--- src/rtl/dft_pkg.sv ---
`default_nettype none
// ============================================================================
// Module   : dft_pkg
// Brief    : Default sizing constants for the multi-octave DFT datapath.
// Revision : 1.0 - initial release
// ============================================================================
package dft_pkg;
    localparam int c_OCT  = 5;
    localparam int c_BINS = 24;
    localparam int c_N    = 16;
endpackage
`default_nettype wire

--- src/rtl/octave_storage.sv ---
`default_nettype none
// ============================================================================
// Module   : octave_storage
// Brief    : Delayed-write shift register holding the most recent samples.
// Revision : 1.0 - initial release
// ============================================================================
module octave_storage #(
    parameter int N    = 16,
    parameter int SIZE = 8
) (
    input  logic                clk,
    input  logic                rst,
    input  logic signed [N-1:0] newSample,
    input  logic                writeSample,
    output logic signed [N-1:0] sample0,
    output logic signed [N-1:0] sample1,
    output logic signed [N-1:0] oldestSample
);
    logic                r_pend_valid;
    logic signed [N-1:0] r_pend_data;
    logic signed [N-1:0] r_entries [SIZE];

    // A write request lands in the store one edge after it is accepted.
    always_ff @(posedge clk or posedge rst) begin
        if (rst) begin
            r_pend_valid <= 1'b0;
            r_pend_data  <= '0;
        end else begin
            r_pend_valid <= writeSample;
            r_pend_data  <= newSample;
        end
    end

    always_ff @(posedge clk or posedge rst) begin
        if (rst) begin
            r_entries[0] <= '0;
        end else if (r_pend_valid) begin
            r_entries[0] <= r_pend_data;
        end
    end

    for (genvar i = 1; i < SIZE; i++) begin : g_shift
        always_ff @(posedge clk or posedge rst) begin
            if (rst) begin
                r_entries[i] <= '0;
            end else if (r_pend_valid) begin
                r_entries[i] <= r_entries[i-1];
            end
        end
    end

    assign sample0      = r_entries[0];
    assign sample1      = r_entries[1];
    assign oldestSample = r_entries[SIZE-1];
endmodule
`default_nettype wire

--- src/rtl/dft_octave_support.sv ---
`default_nettype none
// ============================================================================
// Module   : dft_octave_support
// Brief    : Operation sequencer, octave write-pulse select and sample store.
// Revision : 1.0 - initial release
// ============================================================================
module dft_octave_support
    import dft_pkg::*;
#(
    parameter int OCT   = c_OCT,
    parameter int BINS  = c_BINS,
    parameter int LINES = 4,
    parameter int N     = c_N,
    parameter int SIZE  = 8
) (
    input  logic                                    clk,
    input  logic                                    rst,
    input  logic                                    enable,
    output logic [((OCT > 1) ? $clog2(OCT) : 1)-1:0]   octave,
    output logic                                    operation,
    output logic [((BINS > 1) ? $clog2(BINS) : 1)-1:0] bin,
    output logic                                    finished,
    input  logic                                    incr,
    output logic [LINES-1:0]                        writeLines,
    input  logic signed [N-1:0]                     newSample,
    input  logic                                    writeSample,
    output logic signed [N-1:0]                     sample0,
    output logic signed [N-1:0]                     sample1,
    output logic signed [N-1:0]                     oldestSample
);
    localparam int c_OCT_W = (OCT > 1) ? $clog2(OCT) : 1;
    localparam int c_BIN_W = (BINS > 1) ? $clog2(BINS) : 1;
    localparam logic [c_OCT_W-1:0] c_OCT_LAST = c_OCT_W'(OCT - 1);
    localparam logic [c_BIN_W-1:0] c_BIN_LAST = c_BIN_W'(BINS - 1);

    logic [c_OCT_W-1:0] r_octave;
    logic               r_operation;
    logic [c_BIN_W-1:0] r_bin;
    logic               r_started;
    logic [LINES-1:0]   r_count;

    // The first enabled edge only arms the counter, so bin 0 is held for a cycle.
    always_ff @(posedge clk or posedge rst) begin
        if (rst) begin
            r_octave    <= '0;
            r_operation <= 1'b0;
            r_bin       <= '0;
            r_started   <= 1'b0;
        end else if (!enable) begin
            r_octave    <= '0;
            r_operation <= 1'b0;
            r_bin       <= '0;
            r_started   <= 1'b0;
        end else if (!r_started) begin
            r_started <= 1'b1;
        end else if (r_bin == c_BIN_LAST) begin
            r_bin       <= '0;
            r_operation <= ~r_operation;
            if (r_operation) begin
                r_octave <= (r_octave == c_OCT_LAST) ? '0 : r_octave + 1'b1;
            end
        end else begin
            r_bin <= r_bin + 1'b1;
        end
    end

    assign octave    = r_octave;
    assign operation = r_operation;
    assign bin       = r_bin;
    assign finished  = (r_bin == c_BIN_LAST) && r_operation && (r_octave == c_OCT_LAST);

    always_ff @(posedge clk or posedge rst) begin
        if (rst) begin
            r_count <= '0;
        end else if (incr) begin
            r_count <= r_count + 1'b1;
        end
    end

    // Lowest set bit: line k fires every 2^(k+1) increments.
    assign writeLines = r_count & (~r_count + 1'b1);

    octave_storage #(
        .N    (N),
        .SIZE (SIZE)
    ) u_storage (
        .clk          (clk),
        .rst          (rst),
        .newSample    (newSample),
        .writeSample  (writeSample),
        .sample0      (sample0),
        .sample1      (sample1),
        .oldestSample (oldestSample)
    );
endmodule
`default_nettype wire

--- config.mk ---
export PLATFORM = sky130hd
export DESIGN_NAME = dft_octave_support
export DESIGN_NICKNAME = d
export VERILOG_FILES = /design/src/rtl/dft_pkg.sv /design/src/rtl/octave_storage.sv /design/src/rtl/dft_octave_support.sv
export SDC_FILE = /design/constraint.sdc
export NUM_CORES = 1
export LEC_CHECK = 0
export CORE_ASPECT_RATIO = 1.25
export CORE_MARGIN = 2
export CORE_UTILIZATION = 49
export DETAILED_ROUTE_END_ITERATION = 10
export HOLD_SLACK_MARGIN = 0.02
export PLACE_DENSITY = 0.73
export SKIP_CTS_REPAIR_TIMING = 1
export SLEW_MARGIN = 15
export SYNTH_ARGS = -nofsm -noshare
export SYNTH_HDL_FRONTEND = slang
export SYNTH_SLANG_ARGS = --single-unit
--- constraint.sdc ---
create_clock -name clk -period 5.3 [get_ports clk]
set_clock_uncertainty 0.2 [all_clocks]
set_input_delay 1.06 -clock clk [delete_from_list [all_inputs] [get_ports clk]]
set_output_delay 1.06 -clock clk [all_outputs]
set_load 0.01 [all_outputs]
Yosys cells after proc, flatten, opt, wreduce, memory -nomap -nowiden. Index checks and enable logic that the tools add are counted.

Input bits: 21. Output and inout bits: 62. Bits in registers: 159. Logic and storage cells: 43.

Reductions and logical operators: 4. Bitwise operators: 3. Equality and inequality tests: 5. Add/subtract/negate cells: 4. Multiplexer cells: 12.

Operators with widths (count): 3-bit two-way mux (5); 5-bit two-way mux (3); 4-bit by 1-bit adder with 4-bit output (second input constant) (2); 2-bit by 1-bit inequality test with 1-bit output (second input constant) (3); 5-bit by 1-bit adder with 5-bit output (second input constant) (1); 5-bit == test (second input constant) (1); 4-bit bitwise AND (1); 1-bit two-way mux (4); 4-bit inverter (1); 3-bit by 1-bit adder with 3-bit output (second input constant) (1); 3-bit == test (second input constant) (1); 3-bit AND reduction (1); 1-bit logical AND (2); 2-bit AND reduction (1); 1-bit inverter (1).

Depth between registers and ports, before layout.
Depth after elaboration: 6. Gate-level depth with buffers: 5. Depth with buffers taken out: 5.

By module. Synthesis repeated with hierarchy kept, for this count alone.

Cells, all modules: 409. Area, all modules: 6378.6 um^2.

By module, submodules not included: octave_storage (area each 5611.6 um^2, sequential area each 3628.5 um^2, cells each 336, times used 1); dft_octave_support (area each 767.0 um^2, sequential area each 350.3 um^2, cells each 73, times used 1).

Worst setup path before layout. OpenSTA, ideal clock, no wires.

Path type: flip-flop to output port. From: reg r_bin[0] (netlist: bin[0]). To: out finished. Arrival: 1000 ps. Path buffers: 0. Cell stages (with the launch flop): 4. Slack: 3040 ps. Required time: 4040 ps. Cell sequence: dfrtp_1 ha_1 nand4b_1 nor2_1.

Word-level cells in the longest chain between the ends: 3.

Ends and longest elaborated chain: start: declaration (line dft_octave_support.sv:38) `logic [c_BIN_W-1:0] r_bin;`; start signal: assignment (line dft_octave_support.sv:63) `r_bin <= r_bin + 1'b1;`; 5-bit == test (line dft_octave_support.sv:70) `assign finished = (r_bin == c_BIN_LAST) && r_operation && (r_octave == c_OCT_LAST);`; 1-bit logical AND (2 in a row) (line dft_octave_support.sv:70); end: declaration (line dft_octave_support.sv:22) `output logic finished,`.

No other way between the ends.

Worst setup path after layout. Ends and elaborated chain as after synthesis.

==> results by group <==
Run status
  – Outcome: completed

Power
  – Pwr/cell area: 475 nW/um^2
  – Peak VDD IR: 0.000257 V
  – Leak: 3.21 nW

Yosys
  – Synth Area in XOR/XNOR: 0.00557
  – Post-synthesis mux area share: 0.235
  – Synth Area in Adders: 0.0119
  – Flops & latches, synth: about 160
  – Syn_area_per_cell: 15.4 sq um
  – Cell count after synthesis: 408
  – Complex-gate fraction of the synthesized area: 0.00934
  – Distinct cells, synth: 30
  – Mapped Nets: 435
  – Synth Area in Simple Gates: 0.0274
  – Yosys warns: 0
  – Synth Cell Area: roughly 6300 sq um
  – Main combinational cell family by area after synthesis: multiplexers
  – Sequential-to-total area share from yosys stat: 0.632

Floorplanning
  – Die area: 13800 sq um
  – I/O Pins: 83
  – Rows: 46
  – Die span in y: 131 um
  – Initial core utilization: 0.499
  – Die W: between 100 and 150 um
  – CORE AREA: 12600 sq um

STA
  – Maximum clock rate: 310 MHz
  – Post-layout min period: 3220 ps
  – Measured slew at the worst slew-check pin: between 1000 and 1500 ps
  – Aggregate negative setup slack: 0 ps
  – Pins Over Slew Limit: 0
  – Endpoints failing setup: 0
  – Worst slew margin: 0.308
  – Final period util: 0.608
  – Final hold vios: 0
  – RSZ-0062 raised after global routing: no

Min path
  – Hold_sp: u_storage.r_pend_data[2]$_DFF_PP0_
  – Hold WC Path Type: flip-flop to flip-flop
  – Worst hold stages: 1
  – WHS Endpoint: u_storage.sample0[2]$_DFFE_PP0P_

Clock tree
  – Sink Count: 159
  – Clk pin slew, worst setup/hold paths: 60 ps
  – Worst-Skew Late Latency: between 400 and 500 ps
  – H-tree Lvls: 4
  – Num CTS Buffers: 17
  – CTS tree: yes
  – Root buffer cell: clkbuf_16
  – CTS max path bufs: 2

Worst setup path
  – Peak per-stage delay on the critical path: 540 ps
  – Slowest CP cell: clkdlybuf4s50_1
  – Crit Path Max Fanout: 5
  – R2r endpoint: u_storage.sample1[4]$_DFFE_PP0P_
  – CP required: ~4000 ps
  – Crit start category: flip-flop
  – Crit path DAT: 1960 ps
  – R2r startpoint: u_storage.r_pend_valid$_DFF_PP0_
  – Crit end category: output pin
  – Worst Reg-to-Reg Cells: 2
  – Cell Chain, Critical Path: ha_1, nand4b_1, nor2_1, clkdlybuf4s50_1
  – Critical path type: flip-flop to output pin
  – R2R setup slack: 2760 ps

Placement
  – GPL Wtd Cong: 0.716
  – IO Port Bufs: a little over 80
  – HPWL Detailed: 6180 um

Cells and area
  – Most frequent cells in the layout: 158 x dfrtp_1, 128 x mux2_2, 82 x clkdlybuf4s50_1
  – P&R area growth vs syn: 19.9%
  – Most common cell after layout, fill and taps aside: dfrtp_1
  – Share of cells above drive strength 1: 0.360
  – Utilization after layout: 0.599
  – # nets final: 475
  – # fillers: 972
  – Register area: 3980 sq um
  – Antenna Cells: 0
  – Area of the multi-input gates: around 1800 sq um

GRT
  – Met1 Resource Use GR: 0.188
  – Gr busiest metal: met2
  – Initial antenna violation count: 0
  – M3 GR Usage: 0.0541
  – Number of global-route vias before repair: 3304
  – Largest net degree at the start of global routing: 82
  – First-pass GRT wire length: 16500 um
  – GRT Util Overall: 0.153
  – Met2 Use GR: 0.252
  – Overflow after GRT: 0

Route
  – 1st-iter DRT viols: roughly 150
  – Residual DRC count: 0
  – Wire length per cell: ~15 um
  – Router iterations before antenna repair: 4
  – Vias per cell: between 4 and 5
  – Post-Route WL: ~9500 um
  – Remaining antenna violation count after routing: 0
  – Routed vias: 3123

Flow run
  – MaxCap Viol Count: 0
==> how the worst max path moves through the flow <==
stage	slack, ps	cells after the start	to	startpoint
floorplan	2030	1	bin[0]$_DFFE_PP0P_	rst
global placement	2490	3	u_storage.r_pend_data[5]$_DFF_PP0_	rst
detailed placement	2470	3	u_storage.sample0[6]$_DFFE_PP0P_	rst
CTS	2040	4	finished	bin[0]$_DFFE_PP0P_
global route	1880	4	finished	bin[0]$_DFFE_PP0P_
finish	2080	4	finished	bin[0]$_DFFE_PP0P_
==> state kept, by name (all words and copies together) (netlist names) <==
| signal | cells |
|---|---|
| u_storage.oldestSample | 16 |
| u_storage.r_pend_data | 16 |
| operation | 1 |
| u_storage.r_entries | 80 |
| r_started | 1 |
| u_storage.sample0 | 16 |
| r_count | 4 |
| octave | 3 |
| u_storage.r_pend_valid | 1 |
| bin | 5 |
| u_storage.sample1 | 16 |
==> power breakdown <==
part / switching [mW] / internal [mW]
logic: 0.199 / 0.400
registers: 0.181 / 1.50
clock network: 0.442 / 0.860
==> synth_stat cells <==
library cell  instances  area [sq um]
mux2_2              128          1440
nor4b_1               1          8.76
o32ai_2               1          16.3
xnor2_1               3          26.3
nand2b_1              1          6.26
o21a_1                1          7.51
nand4_1               2          12.5
inv_1                 5          18.8
dfrtp_1             159          3980
a21boi_1              1          7.51
or3_1                 1          6.26
buf_2                 4          20.0
nor2b_1               3          18.8
xor2_1                1          8.76
ha_1                  6          75.1
mux2i_1               4          40.0
o211ai_1              1          7.51
nand4b_1              1          8.76
nand2_1              10          37.5
nand3_1               3          15.0
and4b_4               1          13.8
nand3b_1              1          7.51
o21ai_0               1          5.00
a21boi_0              2          15.0
buf_4                60           450
nand3_2               1          10.0
nor2_1                2          7.51
clkbuf_1              1          3.75
nor3b_1               1          7.51
and2_1                2          12.5
==> critical path: cells and delay by family (launching register included) <==
| family | cells | cell delay [ps] |
|---|---|---|
| fa+ha+maj | 1 | 240 |
| buf+inv | 1 | 540 |
| flops | 1 | 420 |
| simple gates | 2 | 360 |
==> logic make-up after synthesis <==
| family | count (synthesis) |
|---|---|
| xor+xnor | 4 |
| compound gates | 7 |
| simple gates | 30 |
| flops | 159 |
| mux | 132 |
| fa+ha+maj | 6 |
| buf+inv | 70 |
==> layout make-up <==
cell class              count  area share
inverters                   5     0.00298
repair buffers             86       0.114
clock inverters            10      0.0244
multi-input cells         179       0.241
flip-flops and latches    159       0.528
well taps                 168      0.0278
clock buffers              22      0.0615
==> stage by stage <==
step	setup slack, ps	cells	hold WS (ps)	instance area [sq um]	total power, mW
3_3_place_gp	2490	597	256	6900	2.28
3_5_place_dp	2470	597	263	6900	2.31
6_report	2080	629	279	7550	3.58
2_1_floorplan	2030	408	238	6300	2.12
5_1_grt	1880	629	292	7550	3.77
4_1_cts	2040	629	278	7550	3.64
==> routing by layer <==
metal,wire length [um],part of all wire
met3,508,0.054
met1,3930,0.41
met5,0,0
met4,104,0.011
met2,4930,0.52
No activity file was read; power rests on OpenSTA's default activity.
